**src/rtl/frame_buffer_reader.sv**
```systemverilog
// rtl/frame_buffer_reader.sv - streams a packed 1-bit frame from block RAM as a pixel handshake stream
// A two-word prefetch buffer (current word + next word) hides the one-cycle RAM read latency.
module frame_buffer_reader #(
    parameter int H_ACTIVE   = 640,
    parameter int V_ACTIVE   = 480,
    parameter int WORD_WIDTH = 16,
    parameter int ADDR_WIDTH = 15
) (
    input  logic                  clk,
    input  logic                  rst,
    input  logic                  frame_start,
    input  logic [ADDR_WIDTH-1:0] frame_base,
    output logic                  ram_rd_en,
    output logic [ADDR_WIDTH-1:0] ram_addr,
    input  logic [WORD_WIDTH-1:0] ram_q,
    output logic                  pix_out,
    output logic                  pix_valid,
    input  logic                  pix_ready,
    output logic                  frame_done,
    output logic                  underflow,
    output logic                  busy
);

    localparam int PIXELS = H_ACTIVE * V_ACTIVE;
    localparam int WORDS  = PIXELS / WORD_WIDTH;
    localparam int RW     = $clog2(WORDS + 1);
    localparam int PW     = $clog2(PIXELS + 1);
    localparam int BW     = (WORD_WIDTH > 1) ? $clog2(WORD_WIDTH) : 1;

    localparam logic [RW-1:0] WORDS_C  = RW'(WORDS);
    localparam logic [PW-1:0] LAST_PIX = PW'(PIXELS - 1);
    localparam logic [BW-1:0] LAST_BIT = BW'(WORD_WIDTH - 1);

    typedef enum logic [1:0] {
        IDLE,
        FILL,
        STREAM,
        DONE
    } state_t;

    state_t                  state, state_n;
    logic [ADDR_WIDTH-1:0]   base_l, base_n;
    logic [RW-1:0]           rd_idx, rd_idx_n;
    logic [PW-1:0]           pix_cnt, pix_cnt_n;
    logic [BW-1:0]           bit_idx, bit_idx_n;
    logic [WORD_WIDTH-1:0]   cur_word, cur_word_n;
    logic [WORD_WIDTH-1:0]   nxt_word, nxt_word_n;
    logic                    cur_valid, cur_valid_n;
    logic                    nxt_valid, nxt_valid_n;
    logic                    pend, pend_n;
    logic                    rd_en_n;
    logic [ADDR_WIDTH-1:0]   addr_n;
    logic                    pix_out_n;
    logic                    pix_valid_n;
    logic                    frame_done_n;
    logic                    underflow_n;
    logic                    busy_n;
    logic [1:0]              fill_cnt;
    logic                    xfer;

    always_ff @(posedge clk) begin
        if (rst) begin
            state      <= IDLE;
            base_l     <= '0;
            rd_idx     <= '0;
            pix_cnt    <= '0;
            bit_idx    <= '0;
            cur_word   <= '0;
            nxt_word   <= '0;
            cur_valid  <= 1'b0;
            nxt_valid  <= 1'b0;
            pend       <= 1'b0;
            ram_rd_en  <= 1'b0;
            ram_addr   <= '0;
            pix_out    <= 1'b0;
            pix_valid  <= 1'b0;
            frame_done <= 1'b0;
            underflow  <= 1'b0;
            busy       <= 1'b0;
        end else begin
            state      <= state_n;
            base_l     <= base_n;
            rd_idx     <= rd_idx_n;
            pix_cnt    <= pix_cnt_n;
            bit_idx    <= bit_idx_n;
            cur_word   <= cur_word_n;
            nxt_word   <= nxt_word_n;
            cur_valid  <= cur_valid_n;
            nxt_valid  <= nxt_valid_n;
            pend       <= pend_n;
            ram_rd_en  <= rd_en_n;
            ram_addr   <= addr_n;
            pix_out    <= pix_out_n;
            pix_valid  <= pix_valid_n;
            frame_done <= frame_done_n;
            underflow  <= underflow_n;
            busy       <= busy_n;
        end
    end

    always_comb begin
        state_n      = state;
        base_n       = base_l;
        rd_idx_n     = rd_idx;
        pix_cnt_n    = pix_cnt;
        bit_idx_n    = bit_idx;
        cur_word_n   = cur_word;
        nxt_word_n   = nxt_word;
        cur_valid_n  = cur_valid;
        nxt_valid_n  = nxt_valid;
        pend_n       = 1'b0;
        rd_en_n      = 1'b0;
        addr_n       = ram_addr;
        pix_out_n    = 1'b0;
        pix_valid_n  = 1'b0;
        frame_done_n = 1'b0;
        underflow_n  = underflow;
        busy_n       = 1'b0;
        fill_cnt     = 2'd0;
        xfer         = pix_valid & pix_ready;

        if (frame_start) begin
            // Restart wins over any transfer; the read in flight is dropped by clearing pend.
            state_n     = FILL;
            base_n      = frame_base;
            rd_idx_n    = RW'(1);
            pix_cnt_n   = '0;
            bit_idx_n   = '0;
            cur_valid_n = 1'b0;
            nxt_valid_n = 1'b0;
            underflow_n = 1'b0;
            rd_en_n     = 1'b1;
            addr_n      = frame_base;
            busy_n      = 1'b1;
        end else if (state == FILL || state == STREAM) begin
            busy_n = 1'b1;
            if (state == STREAM && pix_ready && !pix_valid) begin
                underflow_n = 1'b1;
            end

            if (xfer && pix_cnt == LAST_PIX) begin
                state_n      = DONE;
                busy_n       = 1'b0;
                frame_done_n = 1'b1;
                pix_cnt_n    = pix_cnt + PW'(1);
                cur_valid_n  = 1'b0;
                nxt_valid_n  = 1'b0;
            end else begin
                if (xfer) begin
                    pix_cnt_n = pix_cnt + PW'(1);
                    if (bit_idx == LAST_BIT) begin
                        bit_idx_n   = '0;
                        cur_word_n  = nxt_word;
                        cur_valid_n = nxt_valid;
                        nxt_valid_n = 1'b0;
                    end else begin
                        bit_idx_n = bit_idx + BW'(1);
                    end
                end

                // Returning word lands in whichever slot is free after this cycle's pop.
                if (pend) begin
                    if (!cur_valid_n) begin
                        cur_word_n  = ram_q;
                        cur_valid_n = 1'b1;
                    end else begin
                        nxt_word_n  = ram_q;
                        nxt_valid_n = 1'b1;
                    end
                end

                pend_n   = ram_rd_en;
                fill_cnt = {1'b0, cur_valid_n} + {1'b0, nxt_valid_n} + {1'b0, ram_rd_en};
                if (fill_cnt < 2'd2 && rd_idx < WORDS_C) begin
                    rd_en_n  = 1'b1;
                    addr_n   = base_l + ADDR_WIDTH'(rd_idx);
                    rd_idx_n = rd_idx + RW'(1);
                end

                if (state == FILL && cur_valid_n) begin
                    state_n = STREAM;
                end
                pix_valid_n = cur_valid_n && (state_n == STREAM);
                pix_out_n   = cur_word_n[LAST_BIT - bit_idx_n];
            end
        end
    end

endmodule

```
**config.mk**
```make
export PLATFORM = sky130hd
export DESIGN_NAME = frame_buffer_reader
export DESIGN_NICKNAME = d
export VERILOG_FILES = /design/src/rtl/frame_buffer_reader.sv
export SDC_FILE = /design/constraint.sdc
export NUM_CORES = 1
export LEC_CHECK = 0
export BUFFER_PORTS_ARGS = -buffer_cell sky130_fd_sc_hd__buf_4
export CAP_MARGIN = 20
export CORE_ASPECT_RATIO = 0.9
export CORE_MARGIN = 2
export CORE_UTILIZATION = 50
export CTS_BUF_LIST = sky130_fd_sc_hd__clkbuf_2 sky130_fd_sc_hd__clkbuf_4 sky130_fd_sc_hd__clkbuf_8
export CTS_CLUSTER_SIZE = 24
export DETAILED_ROUTE_END_ITERATION = 10
export HOLD_SLACK_MARGIN = 0.05
export PLACE_DENSITY = 0.69
export RECOVER_POWER = 50
export SLEW_MARGIN = 40
export SYNTH_ARGS = -nofsm -noshare
export SYNTH_HDL_FRONTEND = slang
export SYNTH_SLANG_ARGS = --single-unit
```
**constraint.sdc**
```tcl
create_clock -name clk -period 4.3 [get_ports clk]
set_input_delay 0.215 -clock clk [delete_from_list [all_inputs] [get_ports clk]]
set_output_delay 0.215 -clock clk [all_outputs]
set_load 0.03 [all_outputs]
```
[Word level (Yosys, flattened, before mapping)]
Cells that the tools add are included.
W data, S select, Z words.
Word-level totals
  bits in registers: 111
  input port bits: 35
  output and inout port bits: 21
  word-level logic and storage cells: 117
Cells by class
  $add $sub $neg: 7
  magnitude comparators: 3
  eq/ne operators: 6
  mux-type cells: 57
  bitwise operators: 4
  reductions and logical operators: 21
Operator list (count)
  $mux W16: 7
  $mux W15: 4
  $mux W19: 2
  $mux W1: 33
  $mux W4: 5
  $add A19 B1 Y19 const B: 1
  $eq A19 B19 Y1 const B: 1
  $add A15 B1 Y15 const B: 1
  $add A15 B15 Y15: 1
  $lt A15 B15 Y1 const B: 1
  $mux W2: 5
  $reduce_and A3 Y1: 3
  $logic_and A1 B1 Y1: 6
  $reduce_and A2 Y1: 3
  $reduce_bool A2 Y1: 3
  $lt A4 B5 Y1 const B: 1
  $reduce_and A5 Y1: 1
  $add A4 B1 Y4 const B: 1
  $bmux W1 S4: 1
  $eq A2 B2 Y1 const B: 2
  $eq A4 B4 Y1 const B: 1
  $reduce_or A4 Y1: 1
  $sub A4 B4 Y4 const A: 1
  $not A1 Y1: 3
  other kinds (10): 10

[Depth between registers and ports, before layout]
Gate-level depths: netlist of run 1.
  word-level depth: 19
  mapped depth: 13
  gate-level depth less buffers: 12

[Worst setup path after synthesis of run 1]
OpenSTA, ideal clock, no wires.
  path type: flip-flop to flip-flop
  start point: reg pix_valid
  end point: reg rd_idx[12]
  setup time: 0.128 ns
  data arrival time: 2.825 ns
  required time: 4.172 ns
  path slack: 1.348 ns
  cell stages (with the launch flop): 12
  buffers on the path: 0
  path through: dfxtp_1 -> and3_4 -> nand2_4 -> mux2_2 -> or2_2 -> ha_1 -> a21bo_2 -> nand3_2 -> nor4_2 -> nand4_1 -> xor2_1 -> nor2_1
On the way
  cells in the longest elaborated chain, start to end: 15
  elaborated cells on any way between the ends: 22
  classes of those cells: 2 x add/sub; 1 x order compare; 14 x mux; 2 x bitwise; 3 x reduce/logical
Ends and longest elaborated chain
  start: declaration: line 17  | output logic pix_valid,
  start signal: assignment: line 94  | pix_valid <= pix_valid_n;
  $and A1 B1 Y1 *: line 120  | xfer = pix_valid & pix_ready;
  $mux W1: line 149  | if (xfer) begin
  $mux W1: line 141  | if (xfer && pix_cnt == LAST_PIX) begin
  $mux W1: line 135  | end else if (state == FILL || state == STREAM) begin
  $mux W1: line 122  | if (frame_start) begin
  $mux W1: line 163  | if (!cur_valid_n) begin
  $mux W1: line 162  | if (pend) begin
  $mux W1: line 141
  $mux W1: line 135
  $mux W1: line 122
  $add A1 B1 Y2: line 173  | fill_cnt = {1'b0, cur_valid_n} + {1'b0, nxt_valid_n} + {1'b0, ram_rd_en};
  $add A2 B1 Y2: line 173
  $lt A2 B2 Y1: line 174  | if (fill_cnt < 2'd2 && rd_idx < WORDS_C) begin
  $logic_and A1 B1 Y1: line 174
  $reduce_and A3 Y1 (no line) *
  end signal: assignment: line 83  | rd_idx <= rd_idx_n;
  end: declaration: line 43  | logic [RW-1:0] rd_idx, rd_idx_n;
Mark *: on every way between the ends. The rest lies on a longest branch, timed or not. The select of a mux whose other input is x is not followed.
A chain may end at the register's enable or synchronous reset.

[Final worst setup path of run 1]
  start point: reg bit_idx[0]
  end point: reg rd_idx[6]
On the way
  cells in the longest elaborated chain, start to end: 16
  elaborated cells on any way between the ends: 22
  classes of those cells: 2 x add/sub; 1 x order compare; 1 x eq/ne; 16 x mux; 2 x reduce/logical
Ends and longest elaborated chain
  start: declaration: line 45  | logic [BW-1:0] bit_idx, bit_idx_n;
  start signal: assignment: line 85  | bit_idx <= bit_idx_n;
  $eq A4 B4 Y1 *: line 151  | if (bit_idx == LAST_BIT) begin
  $mux W1: line 151
  $mux W1: line 149
  $mux W1: line 141
  $mux W1: line 135
  $mux W1: line 122
  $mux W1: line 163
  $mux W1: line 162
  $mux W1: line 141
  $mux W1: line 135
  $mux W1: line 122
  $add A1 B1 Y2 *: line 173
  $add A2 B1 Y2 *: line 173
  $lt A2 B2 Y1 *: line 174
  $logic_and A1 B1 Y1 *: line 174
  $reduce_and A3 Y1 (no line) *
Marks and branches as above.

==> reports/metrics.csv, run 1 <==
metric,value,unit
drive_above_1_share,11.22,%
yosys.area.top_type,dfxtp_1,
routed_wl,12.59,mm
drtIter0Drc,233,
hp-class,in -> reg,
place_area,6121,sq um
power.density,310.4,nW/um^2
arrival,3.74,ns
syn_inst,679,
tns,0,ns
drv_cap,1,
rows,36,
violations,"max-capacitance violations, max-slew violations",
synth_nets,735,
path_max_fanout,22,
vias,4749,
ir_drop,0.0001792,V
stdcell_area,6218,sq um
grt_pass1_wl,20.83,mm
cp_num_cells,13,
worst_slew_pin_slew,3.077,ns
final.period_utilization,81.04,%
hold_violations,0,
antennaDiodeCount,0,
yosysMostFrequentCell,dfxtp_1,
slowest_stage,mux2_2,
numPortBuffers,55,
async_flop_share,0,%
cp.required,4.55,ns
max_freq,287.0,MHz
syn_to_final_growth,11.09,%
grt_usage,21.28,%
postSynthAreaPerCell,8.244,sq um
critPathBufInv,1,
worstHoldPathCells,3,
finalSetupViolations,0,
max_stage_delay,0.37,ns
holdWs,0.08043,ns
skew,0.01427,ns
ys_seq_area_share,39.70,%
maxSlewViolCount,70,
drcViolationCount,0,
critPathTopFamily,simple AND/OR/NAND/NOR gates,
end_kind,flip-flop,
dieArea,12060,sq um
crit_path_cell_trace,"ha_1, and3_4, nand2_4, mux2_2, or2_2, ha_1, a21bo_2, nand3_2, buf_4, nor2_1, nand4_1, xor2_1, nor2_1",
outcome,"complete, but fails checks",
worstSetupPathType,reg -> reg,
grt_max_degree,70,
cts.sinks,111,
fin_crit,3.485,ns
die_y,104.4,um
synth_seq_cells,111,
core_area,10860,sq um
final_util,57.28,%
clk_pin_slew,0.10,ns
clk_path_buf_depth,2,
ant_nets,0,
relSlewSlack,-105.1,%
dp_hpwl,8.707,mm
netlist_top_cells_count,"dfxtp_1 (111), nor2_1 (110), nand2_1 (84)",
power,1930,uW
cts_resized,0,
numCtsBuffers,9,
synth_warnings,0,
syn_area,5598,sq um
yosysTopAreaCellShare,39.70,%
tritoncts,built,
initial_core_util,51.57,%
r2r_cells,13,
io_pins,56,
place.gp.congestion,0.8802,
crit_path_start_kind,flip-flop,
finalNetCount,773,
firstDrtPassIters,5,
routed_via_density,5.434,
ys_types,59,
power_leakage,0.002477,uW
rsz0062_at_grt,no,
cts-root-buf,clkbuf_8,
synth_area_leaders,"dfxtp_1 (40%), nor2_1 (7.4%), nand2_1 (5.6%), xor2_1 (5.3%), a21oi_1 (5.2%)",
htree_levels,3,
grt_overflow_total,0,
insertion_delay,0.38,ns
post_cts.repair.setup_buffers,0,
wl_per_cell,14.40,um
grt_antenna_before_repair,0,
die_w,115.5,um
synthFlopType,dfxtp_1,
grt_pass1_vias,4402,
synth-edff-count,0,
cts_hold_buffers,0,
==> worst min-delay path, cell delays in order <==
cell     delay [ns]
buf_4          0.11
nand2_1        0.04
a21oi_1        0.05
==> layer usage <==
layer,vias up,GRT usage (%),share of wire (%),wire [um]
li1,2442,-,-,-
met1,2202,29.95,49,6145
met2,85,32.83,45,5707
met3,20,3.671,4.2,524
met4,0,7.057,1.6,207
met5,-,0,0,0
==> cells by family after synthesis <==
group | share of synthesized area, %
adder cells (fa/ha/maj) | 4.828
AND/OR/NAND/NOR | 23.29
buffers and inverters | 3.017
XOR/XNOR | 6.728
AO/OA/AOI/OAI | 15.49
flip-flops | 39.70
multiplexers | 6.951
==> state kept, by name (all words and copies together), names as in the netlist, 2 cells and up <==
name / flops
state: 2
base_l: 15
nxt_word: 16
pix_cnt: 19
bit_idx: 4
ram_addr: 15
cur_word: 16
rd_idx: 15
==> worst paths after layout <==
check               start  slack, ns            to
max            bit_idx[0]       0.82     rd_idx[6]
min              ram_q[7]       0.08   nxt_word[7]
max reg2reg    bit_idx[0]       0.82     rd_idx[6]
min reg2reg  nxt_word[13]       0.46  nxt_word[13]
==> layout by cell type (no fill, tap or decap), types with 7 or more instances in the layout <==
| cell type | netlist | routed |
|---|---|---|
| nand3_1 | 15 | 15 |
| nand2_1 | 84 | 84 |
| o22a_1 | 7 | 7 |
| xnor2_1 | 9 | 9 |
| nor3_1 | 14 | 14 |
| a21oi_1 | 58 | 58 |
| nor2_1 | 110 | 110 |
| o21ai_0 | 30 | 30 |
| nand4_1 | 13 | 13 |
| a211oi_1 | 8 | 8 |
| clkbuf_1 | 14 | 22 |
| ha_1 | 20 | 20 |
| mux2i_1 | 22 | 22 |
| nor2b_1 | 7 | 7 |
| xor2_1 | 34 | 34 |
| mux2_2 | 13 | 13 |
| buf_4 | 1 | 35 |
| dfxtp_1 | 111 | 111 |
| inv_1 | 9 | 9 |
| clkbuf_8 | 0 | 11 |
==> area by class of cell <==
cell class                 count  area (sq um)
fill                        1034          4637
tap                          152         190.2
inverter                      10         37.54
timing repair buffer          58         372.9
sequential                   111          2222
clock buffer                  16         188.9
multi-input combinational    527          3207
==> through the flow <==
stage / setup WS (ns) / instances
after floorplan: 1.348 / 679
after global placement: 0.9779 / 857
after detailed placement: 0.8771 / 858
after CTS: 0.8205 / 874
after global routing: 0.5969 / 874
final: 0.8153 / 874
==> power breakdown <==
| group | total [uW] | internal [uW] | switching, uW | leakage, uW |
|---|---|---|---|---|
| Clock | 603 | 277 | 327 | 0.000102 |
| Sequential | 1070 | 1050 | 19.2 | 0.000902 |
| Combinational | 253 | 92.4 | 161 | 0.00147 |
(Power assumes the default switching activity.)
==> run 2: changes to the inputs <==
--- a/config.mk
+++ b/config.mk
@@ -14,7 +14,7 @@
 export CTS_CLUSTER_SIZE = 24
 export DETAILED_ROUTE_END_ITERATION = 10
 export HOLD_SLACK_MARGIN = 0.05
-export PLACE_DENSITY = 0.69
+export PLACE_DENSITY = 0.72
 export RECOVER_POWER = 50
 export SLEW_MARGIN = 40
 export SYNTH_ARGS = -nofsm -noshare
==> constraint.sdc (replaced) <==
create_clock -name clk -period 3.2 [get_ports clk]
set_input_delay 0.16 -clock clk [delete_from_list [all_inputs] [get_ports clk]]
set_output_delay 0.16 -clock clk [all_outputs]
set_load 0.03 [all_outputs]
==> reports/metrics.csv, run 2 (synthesis results as in run 1) <==
metric,value,unit
outcome,"complete, no violations",
crit_path_end,ram_addr[3],
power_switching,727.6,uW
largest_reg_flops,19,
numCtsBuffers,9,
ir_drop,0.0002059,V
hold_violations,0,
drv_cap,0,
power_leakage,0.002642,uW
initial_core_util,51.57,%
path_max_fanout,18,
r2r_slack,0.15,ns
intPower,2037,uW
fin_crit,3.052,ns
core_area,10860,sq um
final_common_cell,dfxtp_1,
skew,0.009859,ns
dp_hpwl,8.968,mm
worst_slew_pin_slew,0.7036,ns
place_inst,867,
final_util,60.86,%
syn_to_final_growth,18.02,%
routed_via_density,5.382,
comb_power_share,13.5,%
maxSlewViolCount,0,
grt_antenna_before_repair,0,
firstDrtPassIters,5,
hp-class,in -> reg,
cts.sinks,111,
die_w,115.5,um
relSlewSlack,52.69,%
tritoncts,built,
post_cts.repair.setup_buffers,0,
cp.required,3.53,ns
drtIter0Drc,347,
power.density,418.5,nW/um^2
timing.rr.start,bit_idx[0],
stdcell_area,6606,sq um
rsz0062_at_grt,no,
insertion_delay,0.40,ns
grt_util_met2,34.92,%
final_cell_mix,"dfxtp_1 (111), nor2_1 (109), nand2_1 (84)",
final.period_utilization,95.38,%
finalNetCount,812,
grt_pass1_wl,21.67,mm
place_area,6160,sq um
place.gp.congestion,0.8515,
clk_pin_slew,0.10,ns
end_kind,flip-flop,
htree_levels,3,
drive_above_1_share,11.70,%
finalSetupViolations,0,
grt.busiest_layer,met2,
ant_nets,0,
max_freq,327.7,MHz
r2r-end,ram_addr[3],
worstHoldPathCells,3,
tns,0,ns
vias,4914,
cts-root-buf,clkbuf_8,
stdcell_count,913,
rows,36,
drcViolationCount,0,
wl_per_cell,14.25,um
dieArea,12060,sq um
largestRegisters,"pix_cnt x19, cur_word x16, nxt_word x16",
clk_path_buf_depth,2,
startpoint,bit_idx[0],
grt_overflow_total,0,
worstSetupPathType,reg -> reg,
numPortBuffers,55,
grt_pass1_vias,4669,
io_pins,56,
met3_usage,5.361,%
die_y,104.4,um
top_register,pix_cnt,
crit_path_start_kind,flip-flop,
antennaDiodeCount,0,
power_frac_clock,34.2,%
routed_wl,13.01,mm
arrival,3.38,ns
grt_max_degree,69,
seqPwrFrac,52.3,%
grt_usage,22.22,%
p_sw_share,26.32,%
met1_usage,30.47,%
r2r_cells,12,
nFillCells,982,
[run 2: changes by cell type in the layout (fill, tap and decap cells not counted), sizes merged]
cell,before,now
buf,36,32
clkinvlp,0,1
dlygate4sd3,0,30
clkbuf,38,46
bufinv,0,2
clkinv,1,3
[run 2: final cells by class]
| type | count | area, sq um | area share [%] |
|---|---|---|---|
| Multi-Input combinational cell | 527 | 3221 | 48.75 |
| Clock inverter | 5 | 81.33 | 1.231 |
| Sequential cell | 111 | 2222 | 33.64 |
| Tap cell | 152 | 190.2 | 2.879 |
| Clock buffer | 11 | 145.1 | 2.197 |
| Timing Repair Buffer | 97 | 709.4 | 10.74 |
| Inverter | 10 | 37.54 | 0.5682 |
[run 2: stage by stage]
step / hold WS [ns] / power, uW / setup slack (ns)
CTS: 0.06630 / 2803 / 0.1644
global placement: 0.4001 / 1825 / 0.2726
finish: 0.07911 / 2765 / 0.1480
detailed placement: 0.4097 / 1836 / 0.1869
global route: 0.08069 / 2881 / 0.006958
floorplan: 0.2960 / 1706 / 0.2476
[run 2: worst min-delay path by stage]
stage,startpoint,end
5_1_grt,frame_base[10],base_l[10]
2_1_floorplan,ram_q[0],nxt_word[0]
4_1_cts,frame_base[10],base_l[10]
3_3_place_gp,frame_base[0],ram_addr[0]
3_5_place_dp,frame_base[0],ram_addr[0]
6_report,frame_base[10],base_l[10]
[run 2: worst max-delay path, stage by stage, from the launching register on]
cell and delay [ns]:
dfxtp_1 0.37, ha_1 0.24, and3_4 0.20, nand2_4 0.05, mux2_2 0.34, or2_2 0.31
ha_1 0.27, a21bo_2 0.22, nand3_2 0.12, buf_4 0.25, o311ai_0 0.38, o21ai_0 0.14
nor2_1 0.09
[run 2: timing repair]
action | CTS | global route
hold buffers | 30 | 0
resized for setup | 0 | 4
endpoints found under the setup margin | 0 | 4
hold endpoints to repair | 40 | 0
[run 2: layer usage]
metal / wire [um] / vias to the layer above / part of all wire [%]
met4: 186 / 0 / 1.4
met3: 527 / 18 / 4.0
met1: 6443 / 2266 / 50
met5: 0 / - / 0
li1: - / 2523 / -
met2: 5856 / 107 / 45
[run 2: power groups by stage]
stage	logic [uW]	clock network (uW)	registers [uW]
floorplan	204	0	1500
detailed placement	359	0	1480
finish	374	946	1440
CTS	390	969	1440
global placement	351	0	1470
global route	412	1020	1450
==> run 3: changes to the inputs <==
--- a/config.mk
+++ b/config.mk
@@ -15,7 +15,7 @@
 export DETAILED_ROUTE_END_ITERATION = 10
 export HOLD_SLACK_MARGIN = 0.05
 export PLACE_DENSITY = 0.72
-export RECOVER_POWER = 50
+export RECOVER_POWER = 100
 export SLEW_MARGIN = 40
 export SYNTH_ARGS = -nofsm -noshare
 export SYNTH_HDL_FRONTEND = slang
==> reports/metrics.csv, run 3 (synthesis results as in run 1) <==
metric,value,unit
outcome,"complete, no violations",
fin_crit,3.045,ns
power_leakage,0.002641,uW
ir_drop,0.0002059,V
maxSlewViolCount,0,
nFillCells,983,
initial_core_util,51.57,%
top_register,pix_cnt,
tns,0,ns
final.period_utilization,95.15,%
post_cts.repair.setup_buffers,0,
finalNetCount,812,
drtIter0Drc,347,
grt_overflow_total,0,
skew,0.009854,ns
cp.required,3.53,ns
place_area,6160,sq um
power.density,418.5,nW/um^2
grt_pass1_vias,4669,
grt_max_degree,69,
power_frac_clock,34.2,%
largest_reg_flops,19,
numPortBuffers,55,
stdcell_area,6604,sq um
syn_to_final_growth,17.97,%
io_pins,56,
firstDrtPassIters,5,
rows,36,
antennaDiodeCount,0,
clk_path_buf_depth,2,
core_area,10860,sq um
cts-root-buf,clkbuf_8,
ant_nets,0,
vias,4909,
routed_via_density,5.377,
seqPwrFrac,52.3,%
drcViolationCount,0,
die_w,115.5,um
crit_path_start_kind,flip-flop,
cts.sinks,111,
finalSetupViolations,0,
routed_wl,13.02,mm
die_y,104.4,um
drv_cap,0,
comb_power_share,13.5,%
rsz0062_at_grt,no,
final_cell_mix,"dfxtp_1 (111), nor2_1 (109), nand2_1 (84)",
worstSetupPathType,reg -> reg,
grt_usage,22.22,%
tritoncts,built,
dp_hpwl,8.968,mm
r2r_slack,0.16,ns
end_kind,flip-flop,
final_common_cell,dfxtp_1,
worst_slew_pin_slew,0.7035,ns
drive_above_1_share,11.70,%
grt_pass1_wl,21.67,mm
intPower,2037,uW
hp-class,in -> reg,
arrival,3.37,ns
insertion_delay,0.40,ns
dieArea,12060,sq um
htree_levels,3,
hold_violations,0,
wl_per_cell,14.26,um
relSlewSlack,52.70,%
path_max_fanout,18,
grt_antenna_before_repair,0,
p_sw_share,26.30,%
largestRegisters,"pix_cnt x19, cur_word x16, nxt_word x16",
numCtsBuffers,9,
clk_pin_slew,0.10,ns
place.gp.congestion,0.8515,
max_freq,328.4,MHz
power_switching,726.8,uW
-- run 3: path summary, 6_finish.rpt --
kind	from	to	cells after the start
min	frame_base[10]	base_l[10]	3
min reg2reg	nxt_word[11]	nxt_word[11]	2
max	bit_idx[0]	ram_addr[3]	12
max reg2reg	bit_idx[0]	ram_addr[3]	12
-- run 3: power groups by stage --
stage,sequential [uW],clock [uW],combinational [uW]
floorplan,1500,0,204
global placement,1470,0,351
detailed placement,1480,0,359
CTS,1440,969,390
global route,1450,1020,412
finish,1440,946,374
-- run 3: area by class of cell --
class	instances	area, sq um	area share, %
sequential	111	2222	33.65
clock buffer	11	145.1	2.198
inverter	10	37.54	0.5684
timing repair buffer	97	706.9	10.70
multi-input combinational	527	3221	48.77
tap	152	190.2	2.880
clock inverter	5	81.33	1.232
-- run 3: through the flow --
stage / setup slack [ns] / utilization [%] / instances / hold slack, ns / total power (uW)
5_1_grt: 0.007297 / 60.83 / 913 / 0.08069 / 2881
2_1_floorplan: 0.2476 / - / 679 / 0.2960 / 1706
4_1_cts: 0.1644 / 61.60 / 913 / 0.06630 / 2803
3_5_place_dp: 0.1869 / 56.74 / 867 / 0.4097 / 1836
3_3_place_gp: 0.2726 / 56.74 / 867 / 0.4001 / 1825
6_report: 0.1553 / 60.83 / 913 / 0.07917 / 2764
-- run 3: timing repair --
item | in CTS | in global routing
hold buffers | 30 | 0
endpoints found under the setup margin | 0 | 4
endpoints found under the hold margin | 40 | 0
gates resized for setup | 0 | 4
-- run 3: layer usage --
| layer | track usage (%) | wire (um) | vias up |
|---|---|---|---|
| met2 | 34.92 | 5857 | 98 |
| met4 | 5.766 | 186 | 0 |
| li1 | - | - | 2523 |
| met3 | 5.361 | 511 | 18 |
| met1 | 30.47 | 6461 | 2270 |
| met5 | 0 | 0 | - |
-- run 3: worst max-delay path, stage by stage (launching register included) --
cell and delay [ns]:
dfxtp_1 0.37, ha_1 0.24, and3_4 0.20, nand2_4 0.05, mux2_2 0.34, or2_2 0.31
ha_1 0.27, a21bo_2 0.22, nand3_2 0.12, buf_4 0.25, o311ai_0 0.37, o21ai_0 0.14
nor2_1 0.09
